### src/rtl/dvp_pattern_source.sv
// dvp_pattern_source
//   Synthesizable OV7670-style DVP transmitter. It generates pclk/href/vsync/data
//   exactly as the sensor does: RGB565 with the high byte first, carrying one of four
//   test patterns. It stands in for the camera during bring-up and regression.
//
//   Ports:
//     clk          system clock, the only clock
//     reset        synchronous, active-low
//     enable       run request, sampled at frame boundaries
//     pattern_sel  00 bars, 01 gradient, 10 solid, 11 checkerboard
//     solid_color  RGB565 value for the solid pattern
//     pclk         emitted pixel clock (clk/2)
//     href         line valid
//     vsync        frame sync, active high
//     data         byte bus
//     busy         high from frame start until frame end
//     frame_done   one-clk pulse at the end of each frame
//
//   Optional feature: define DVP_PATTERN_SCROLL_EN to scroll the checkerboard
//   by one pixel per frame. When it is undefined, the board is static.
module dvp_pattern_source #(
  parameter int unsigned H_ACTIVE = 320,
  parameter int unsigned V_ACTIVE = 240,
  parameter int unsigned H_BLANK  = 144,
  parameter int unsigned V_SYNC   = 3,
  parameter int unsigned V_BACK   = 17,
  parameter int unsigned V_FRONT  = 10
) (
  input  logic        clk,
  input  logic        reset,
  input  logic        enable,
  input  logic [1:0]  pattern_sel,
  input  logic [15:0] solid_color,
  output logic        pclk,
  output logic        href,
  output logic        vsync,
  output logic [7:0]  data,
  output logic        busy,
  output logic        frame_done
);

  localparam int unsigned LINE_LEN = 2 * H_ACTIVE + H_BLANK;
  localparam int unsigned HW       = $clog2(LINE_LEN);
  localparam int unsigned V_MAX_A  = (V_SYNC > V_BACK) ? V_SYNC : V_BACK;
  localparam int unsigned V_MAX_B  = (V_ACTIVE > V_FRONT) ? V_ACTIVE : V_FRONT;
  localparam int unsigned V_MAX    = (V_MAX_A > V_MAX_B) ? V_MAX_A : V_MAX_B;
  localparam int unsigned VW_RAW   = $clog2(V_MAX + 1);
  // At least 8 bits are needed because the gradient reads y[7:2].
  localparam int unsigned VW       = (VW_RAW > 8) ? VW_RAW : 8;

  typedef enum logic [2:0] {
    S_IDLE,
    S_VSYNC,
    S_VBACK,
    S_ACTIVE,
    S_HBLANK,
    S_VFRONT
  } state_t;

  state_t          state;
  state_t          st_nxt;
  logic [HW-1:0]   h_cnt;
  logic [HW-1:0]   h_nxt;
  logic [VW-1:0]   v_cnt;
  logic [VW-1:0]   v_nxt;
  logic            frame_end;
  logic [1:0]      pat_q;
  logic [15:0]     solid_q;
  logic [7:0]      frame_cnt;
  logic [8:0]      x;
  logic [2:0]      bar_idx;
  logic            chk_x;
  logic [15:0]     bar_color;
  logic [15:0]     pix;
  logic [7:0]      pix_byte;

  // Position and state for the pclk period that starts at the next falling edge.
  // h_cnt counts pclk periods within a line. v_cnt counts lines within the current phase.
  always_comb begin
    st_nxt    = state;
    h_nxt     = h_cnt;
    v_nxt     = v_cnt;
    frame_end = 1'b0;
    if (h_cnt == HW'(LINE_LEN - 1)) begin
      h_nxt = '0;
      case (state)
        S_VSYNC: begin
          if (v_cnt == VW'(V_SYNC - 1)) begin
            st_nxt = S_VBACK;
            v_nxt  = '0;
          end else begin
            v_nxt = v_cnt + VW'(1);
          end
        end
        S_VBACK: begin
          if (v_cnt == VW'(V_BACK - 1)) begin
            st_nxt = S_ACTIVE;
            v_nxt  = '0;
          end else begin
            v_nxt = v_cnt + VW'(1);
          end
        end
        S_HBLANK: begin
          if (v_cnt == VW'(V_ACTIVE - 1)) begin
            st_nxt = S_VFRONT;
            v_nxt  = '0;
          end else begin
            st_nxt = S_ACTIVE;
            v_nxt  = v_cnt + VW'(1);
          end
        end
        S_VFRONT: begin
          if (v_cnt == VW'(V_FRONT - 1)) begin
            frame_end = 1'b1;
            st_nxt    = enable ? S_VSYNC : S_IDLE;
            v_nxt     = '0;
          end else begin
            v_nxt = v_cnt + VW'(1);
          end
        end
        default: ;
      endcase
    end else begin
      h_nxt = h_cnt + HW'(1);
      if (state == S_ACTIVE && h_cnt == HW'(2 * H_ACTIVE - 1)) begin
        st_nxt = S_HBLANK;
      end
    end
  end

  // Pixel x of the next byte slot. Each pixel uses two pclk periods.
  assign x       = 9'(h_nxt >> 1);
  assign bar_idx = 3'((32'(x) * 32'd8) / H_ACTIVE);

`ifdef DVP_PATTERN_SCROLL_EN
  // Bit 4 of (x + frame_cnt) mod 512. Only the low five bits of the sum matter.
  assign chk_x = x[4] ^ frame_cnt[4] ^
                 (({1'b0, x[3:0]} + {1'b0, frame_cnt[3:0]}) > 5'd15);
`else
  assign chk_x = x[4];
`endif

  // Pattern generator for the next byte slot
  always_comb begin
    bar_color = 16'h0000;
    pix       = 16'h0000;
    case (bar_idx)
      3'd0: bar_color = 16'hFFFF;
      3'd1: bar_color = 16'hFFE0;
      3'd2: bar_color = 16'h07FF;
      3'd3: bar_color = 16'h07E0;
      3'd4: bar_color = 16'hF81F;
      3'd5: bar_color = 16'hF800;
      3'd6: bar_color = 16'h001F;
      default: bar_color = 16'h0000;
    endcase
    case (pat_q)
      2'd0:    pix = bar_color;
      2'd1:    pix = {x[7:3], v_nxt[7:2], ~x[7:3]};
      2'd2:    pix = solid_q;
      default: pix = (chk_x ^ v_nxt[4]) ? 16'hFFFF : 16'h0000;
    endcase
  end

  assign pix_byte = h_nxt[0] ? pix[7:0] : pix[15:8];

  // Sequencer. Everything except pclk changes only on the clk edge where pclk falls.
  always_ff @(posedge clk) begin
    if (!reset) begin
      state      <= S_IDLE;
      h_cnt      <= '0;
      v_cnt      <= '0;
      pat_q      <= 2'd0;
      solid_q    <= 16'h0000;
      frame_cnt  <= 8'd0;
      pclk       <= 1'b0;
      href       <= 1'b0;
      vsync      <= 1'b0;
      data       <= 8'h00;
      busy       <= 1'b0;
      frame_done <= 1'b0;
    end else begin
      frame_done <= 1'b0;
      if (state == S_IDLE) begin
        pclk  <= 1'b0;
        href  <= 1'b0;
        vsync <= 1'b0;
        data  <= 8'h00;
        busy  <= 1'b0;
        if (enable) begin
          state   <= S_VSYNC;
          h_cnt   <= '0;
          v_cnt   <= '0;
          vsync   <= 1'b1;
          busy    <= 1'b1;
          pat_q   <= pattern_sel;
          solid_q <= solid_color;
        end
      end else begin
        pclk <= ~pclk;
        if (pclk) begin
          state <= st_nxt;
          h_cnt <= h_nxt;
          v_cnt <= v_nxt;
          href  <= (st_nxt == S_ACTIVE);
          vsync <= (st_nxt == S_VSYNC);
          data  <= (st_nxt == S_ACTIVE) ? pix_byte : 8'h00;
          if (frame_end) begin
            frame_done <= 1'b1;
            frame_cnt  <= frame_cnt + 8'd1;
            busy       <= enable;
            if (enable) begin
              pat_q   <= pattern_sel;
              solid_q <= solid_color;
            end
          end
        end
      end
    end
  end

endmodule

### config.mk
export PLATFORM = sky130hd
export DESIGN_NAME = dvp_pattern_source
export DESIGN_NICKNAME = d
export VERILOG_FILES = /design/src/rtl/dvp_pattern_source.sv
export SDC_FILE = /design/constraint.sdc
export NUM_CORES = 1
export LEC_CHECK = 0
export CORE_AREA = 2 2 86 88
export CTS_BUF_LIST = sky130_fd_sc_hd__clkbuf_16
export DETAILED_ROUTE_END_ITERATION = 6
export DIE_AREA = 0 0 88 90
export PLACE_DENSITY = 0.69
export SYNTH_ARGS = -nofsm -noshare
export SYNTH_HDL_FRONTEND = slang
export SYNTH_SLANG_ARGS = --single-unit
### constraint.sdc
create_clock -name clk -period 4.4 [get_ports clk]
set_clock_uncertainty 0.1 [all_clocks]
set_input_delay 0.44 -clock clk [delete_from_list [all_inputs] [get_ports clk]]
set_output_delay 0.44 -clock clk [all_outputs]
set_load 0.02 [all_outputs]
; Word-level counts from Yosys, hierarchy flattened
; Cells that the tools add are included.
[totals]
output_inout_bits = 13
mem_count = 0
wordCells = 101
ramBits = 0
latch_bits = 0
inputBits = 21
register_bits = 52
romBits = 0
[classes]
magnitude_cmp = 0
n_eq_ne = 22
n_bitwise = 4
multipliers = 0
addsub = 2
shift = 0
div_mod_pow = 1
mux = 47
n_reduce_logical = 13
[ops]
columns = cell, n
row1 = $pmux 16 s7, 1
row2 = $mux 16, 5
row3 = $mux 8, 10
row4 = $pmux 16 s3, 1
row5 = $mux 10, 4
row6 = $div 12x9->32 const B, 1
row7 = $pmux 8 s4, 1
row8 = $mux 3, 9
row9 = $eq 10x10->1 const B, 2
row10 = $eq 3x2->1 const B, 5
row11 = $eq 3x3->1 const B, 5
row12 = $pmux 3 s4, 1
row13 = $mux 1, 11
row14 = $add 10x1->10 const B, 1
row15 = $eq 3x1->1 const B, 3
row16 = $add 8x1->8 const B, 1
row17 = $eq 8x2->1 const B, 1
row18 = $eq 8x4->1 const B, 1
row19 = $eq 8x5->1 const B, 1
row20 = $eq 8x8->1 const B, 1
row21 = $mux 2, 4
row22 = $logic_not 3->1, 2
row23 = $reduce_bool 2->1, 3
row24 = $not 5->5, 1
row25 = other kinds (12), 14

; Longest topological paths before layout
[depth]
word_depth = 9
ltp_mapped = 16
mapped_depth_nobuf = 15

; Least setup slack after synthesis
; Ideal clock, no wire load.
[synth_timing]
path_kind = reg-to-reg
start = register h_cnt[0]
end = register data[3]
required_time_ns = 4.216
path_slack_ns = 0.713
stages_incl_launch_ff = 17
arrival_ns = 3.502
path_buffers = 1
setup_ns = 0.084
synth_period_minus_slack_ns = 3.687
cell_sequence = dfxtp_1 > ha_1 > nand3_1 > o2bb2ai_2 > or3_1 > buf_6 > nor2_1 > inv_1 > ha_1 > nor2b_1 > nor3_1 > o221a_4 > o21ai_2 > maj3_2 > a211oi_4 > nor3_1 > o31ai_2
[synth_between]
elab_chain_cells = 8
word_cells_on_any_way = 24
cone_classes = add/sub (1) / div (1) / eq/ne (9) / mux (9) / bitwise (2) / reduce/logical (2)
[synth_lines]
columns = element, line
row1 = from (decl), 62  ; logic [HW-1:0] h_cnt;
row2 = from (signal assigned), 203  ; h_cnt <= h_nxt;
row3 = $add 10x1->10 or $eq 10x10->1 (tied branches), "124, 84"
row4 = $mux 10, 84  ; if (h_cnt == HW'(LINE_LEN - 1)) begin
row5 = $div 12x9->32, 133  ; assign bar_idx = 3'((32'(x) * 32'd8) / H_ACTIVE);
row6 = "$eq 3x3->1, or another cell as far along", 147  ; case (bar_idx)
row7 = $pmux 16 s7, 147
row8 = $pmux 16 s3, 157  ; case (pat_q)
row9 = $mux 8, 165  ; assign pix_byte = h_nxt[0] ? pix[7:0] : pix[15:8];
row10 = $mux 8 *, 207  ; data <= (st_nxt == S_ACTIVE) ? pix_byte : 8'h00;
row11 = to (signal assigned), 207
row12 = to (decl), 37  ; output logic [7:0] data,
; Every way passes the cells marked *; elsewhere a longest branch is shown, timed or not. The select of a mux whose other input is x is not followed.
; A chain may end at the register's enable or synchronous reset.

; Final worst setup path
[layout_timing]
start = register h_cnt[0]
end = register data[4]
; The elaborated chain is that of the path after synthesis.

==> summary.txt <==
Power and ir drop
  • Sequential share of power: 0.490
  • Internal Power: 0.754 mW
  • Switching pwr: 0.267 mW
  • Sw frac: 0.262
  • Comb pwr share: 0.115
  • Leakage: 1.40 nW
  • Clk pwr share: 0.396
  • Power Dens Cells: 263 nW/um2
  • Peak VDD IR: 173 uV

STA
  • Worst-margin pin slew: 0.901 ns
  • Fin. Hold Viols: 0
  • RSZ-0062 raised after global routing: no
  • Final min period: 4.11 ns
  • Hold Worst Slack: 0.349 ns
  • Normalized max-slew margin: 0.392
  • Setup violators final: 0
  • Max Slew Vio Count: 0
  • FMAX: 0.244 GHz
  • Final cycle utilization of the critical path: 0.933
  • Setup TNS: 0 ns

Synthesis
  • Avg Inst Size Synth: 7.92 um2
  • Syn_nets: 452
  • Post-synthesis sequential area ratio: 0.309
  • Synth Instances: 425
  • Area contributors post-synth: dfxtp_1 31%, nor2_1 6.6%, mux2i_1 5.6%, nand2_1 5.1%, o21ai_0 4.3%
  • Synth cell count leaders: 59 x nor2_1, 52 x dfxtp_1, 46 x nand2_1
  • Post-Synth Simple-Gate Area: 0.268
  • Top cell type's share of synthesized area: 0.309
  • Post-synth EDFFs: 0
  • Adder-cell area share of the yosys netlist: 0.0286
  • Multiplexer share of the synthesized area: 0.0565
  • Compound-Gate Fraction of Synth Area: 0.263
  • Cell Area, Synth: 3370 um2
  • Most common cell in the netlist: nor2_1
  • Netlist cell types: 81
  • Seq cells post-synth: 52
  • Synthesis Warnings: 0
  • Largest family of logic cells by synthesized area: simple AND/OR/NAND/NOR gates
  • Async set-reset flop share out of synthesis: 0
  • XOR/XNOR Fraction of Synth Area: 0.0208
  • Ys flop type: dfxtp_1
  • Area leader, netlist: dfxtp_1

Floorplanning
  • Core region area: 7020 um2
  • I/O pins: 34
  • Die area: 7920 um2
  • Initial Util: 0.480
  • Rows: 31
  • Die W: 88 um
  • Die height: 90 um

Setup path
  • Reg2reg end: data[4]
  • Kind of end point of the critical path: flop
  • Reg-to-Reg Start: h_cnt[0]
  • Worst path required time: 4.48 ns
  • Crit path DAT: 4.18 ns
  • CP Class: reg -> reg
  • CP max stage delay: 0.48 ns
  • Reg2reg path depth: 15
  • Critical path fanouts, max: 8
  • Worst path cell trace: ha_1 > nand3_1 > o2bb2ai_2 > or3_1 > nor2_1 > inv_1 > ha_1 > nor2b_1 > o21ai_0 > a2111oi_2 > a2111oi_0 > a31oi_1 > nand2_1 > o221ai_1 > o21ai_0
  • Crit path launch type: flop
  • Worst path bufs/invs: 1
  • Worst path top cell family by delay: compound AO/OA/AOI/OAI gates
  • Worst path slowest cell: dfxtp_1
  • Worst R2R Setup Slack: 0.29 ns

Global route
  • Number of global-route vias before repair: 2895
  • Global Route Usage Sum: 0.219
  • First-pass GRT wire length: 14200 um
  • Initial antenna violation count: 0
  • Grt total ovfl: 0
  • Largest net degree at the start of global routing: 29

Route
  • Via density: 5.80
  • Antenna-violating nets left: 0
  • DRT iter0 DRCs: 171
  • Vias post-DR: 3156
  • Routed length per instance: 15.6 um
  • Final wirelength: 8480 um
  • Drt drc: 0
  • Pre-Repair DR Iteration Count: 4

Cells and area
  • Area of the multi-input gates: 2160 um2
  • Nets: 471
  • Share of layout cells above drive strength 1: 0.0944
  • Fill cell count: 671
  • Area Overhead vs Synth: 15.3%
  • ANT cells: 0
  • Storage cell area: 1040 um2
  • Final Cell Area: 3880 um2

Hold path
  • Worst min-delay path class: reg -> reg
  • Hold Crit Start: href
  • Hold path depth: 2
  • Hold EP: href

Clock tree
  • CTS tree: built
  • Clk buf depth: 2
  • H-tree depth: 2
  • Post-CTS Hold Buffers: 0
  • Sink Count: 52
  • CTS buffer count: 5
  • Clk Latency, worst-skew pair: 0.29 ns
  • Clk slew on worst S/H paths: 0.07 ns
  • Root Driver: clkbuf_16

Run status
  • Outcome: finished, final reports clean

Placed design
  • DP Area: 3720 um2
  • Dpl hpwl: 6300 um
  • Port-buffer cells: 33
  • GP Congestion: 0.885

Flow run
  • Max Cap Viol: 0
==> through the flow <==
stage / util / worst slack [ns] / total power, mW / std cells
detailed placement: 0.530 / 0.311 / 0.627 / 536
floorplan: - / 0.713 / 0.584 / 425
CTS: 0.552 / 0.282 / 1.03 / 544
global route: 0.553 / 0.00402 / 1.07 / 544
global placement: 0.530 / 0.481 / 0.626 / 536
finish: 0.553 / 0.295 / 1.02 / 544
==> metal layers <==
layer	track usage	vias up	wire length [um]
met4	0.0526	0	123
met1	0.329	1478	4180
met2	0.334	74	3880
li1	-	1594	-
met5	0	-	0
met3	0.0239	10	291
==> cell families (layout without fill, tap and decap cells) <==
family	after synthesis	after routing
DFF	52	52
adders and majority gates	8	8
buffers and inverters	36	56
muxes	19	19
AOI/OAI and AO/OA	124	124
xor gates and xnor gates	8	8
and+or+nand+nor	178	178
==> registers in the layout, summed over array words and instances (netlist names) <==
signal / flops
busy: 1
data: 8
frame_done: 1
h_cnt: 10
href: 1
pat_q: 2
pclk: 1
solid_q: 16
state: 3
v_cnt: 8
vsync: 1
==> area by class of cell <==
cell class / count / share of cell area
inverters: 10 / 0.0110
clock buffers: 5 / 0.0322
well taps: 99 / 0.0319
flip-flops and latches: 52 / 0.268
repair buffers: 38 / 0.0947
clock inverters: 3 / 0.00644
multi-input cells: 337 / 0.556
==> cell usage in the layout (no fill, tap or decap), types with 7 or more instances in the layout <==
| cell | count |
|---|---|
| a21oi_1 | 24 |
| dfxtp_1 | 52 |
| mux2i_1 | 19 |
| nand2_1 | 46 |
| nor2_1 | 59 |
| clkdlybuf4s50_1 | 33 |
| xnor2_1 | 7 |
| inv_1 | 8 |
| o21ai_0 | 29 |
| a31oi_1 | 11 |
| nand3_1 | 10 |
| nor3_1 | 14 |
==> worst max-delay path by stage <==
stage / from / to / slack, ns / cells past startpoint
after floorplan: h_cnt[0] / data[3] / 0.71 / 16
after detailed placement: h_cnt[0] / data[3] / 0.31 / 15
after CTS: h_cnt[0] / data[3] / 0.28 / 15
after global placement: h_cnt[0] / data[3] / 0.48 / 15
final: h_cnt[0] / data[4] / 0.29 / 15
after global routing: h_cnt[0] / data[4] / 0.004 / 15
==> worst reg2reg max path, stage by stage, from the launching register on <==
cell       delay (ns)
dfxtp_1          0.48
ha_1             0.30
nand3_1          0.26
o2bb2ai_2        0.23
or3_1            0.45
nor2_1           0.19
inv_1            0.06
ha_1             0.30
nor2b_1          0.18
o21ai_0          0.21
a2111oi_2        0.46
a2111oi_0        0.13
a31oi_1          0.23
nand2_1          0.14
o221ai_1         0.18
o21ai_0          0.10
==> what timing repair did <==
action / CTS / global route
resized for setup: 0 / 3
buffers inserted: 0 / 0
setup endpoints to repair: 0 / 7
==> power by group through the flow <==
stage / combinational, mW / clock [mW] / sequential, mW
2_1_floorplan: 0.0799 / 0 / 0.504
3_3_place_gp: 0.115 / 0 / 0.511
3_5_place_dp: 0.116 / 0 / 0.511
4_1_cts: 0.117 / 0.411 / 0.500
5_1_grt: 0.129 / 0.439 / 0.503
6_report: 0.117 / 0.404 / 0.500
Note: power is estimated with default switching activity, not from simulation.
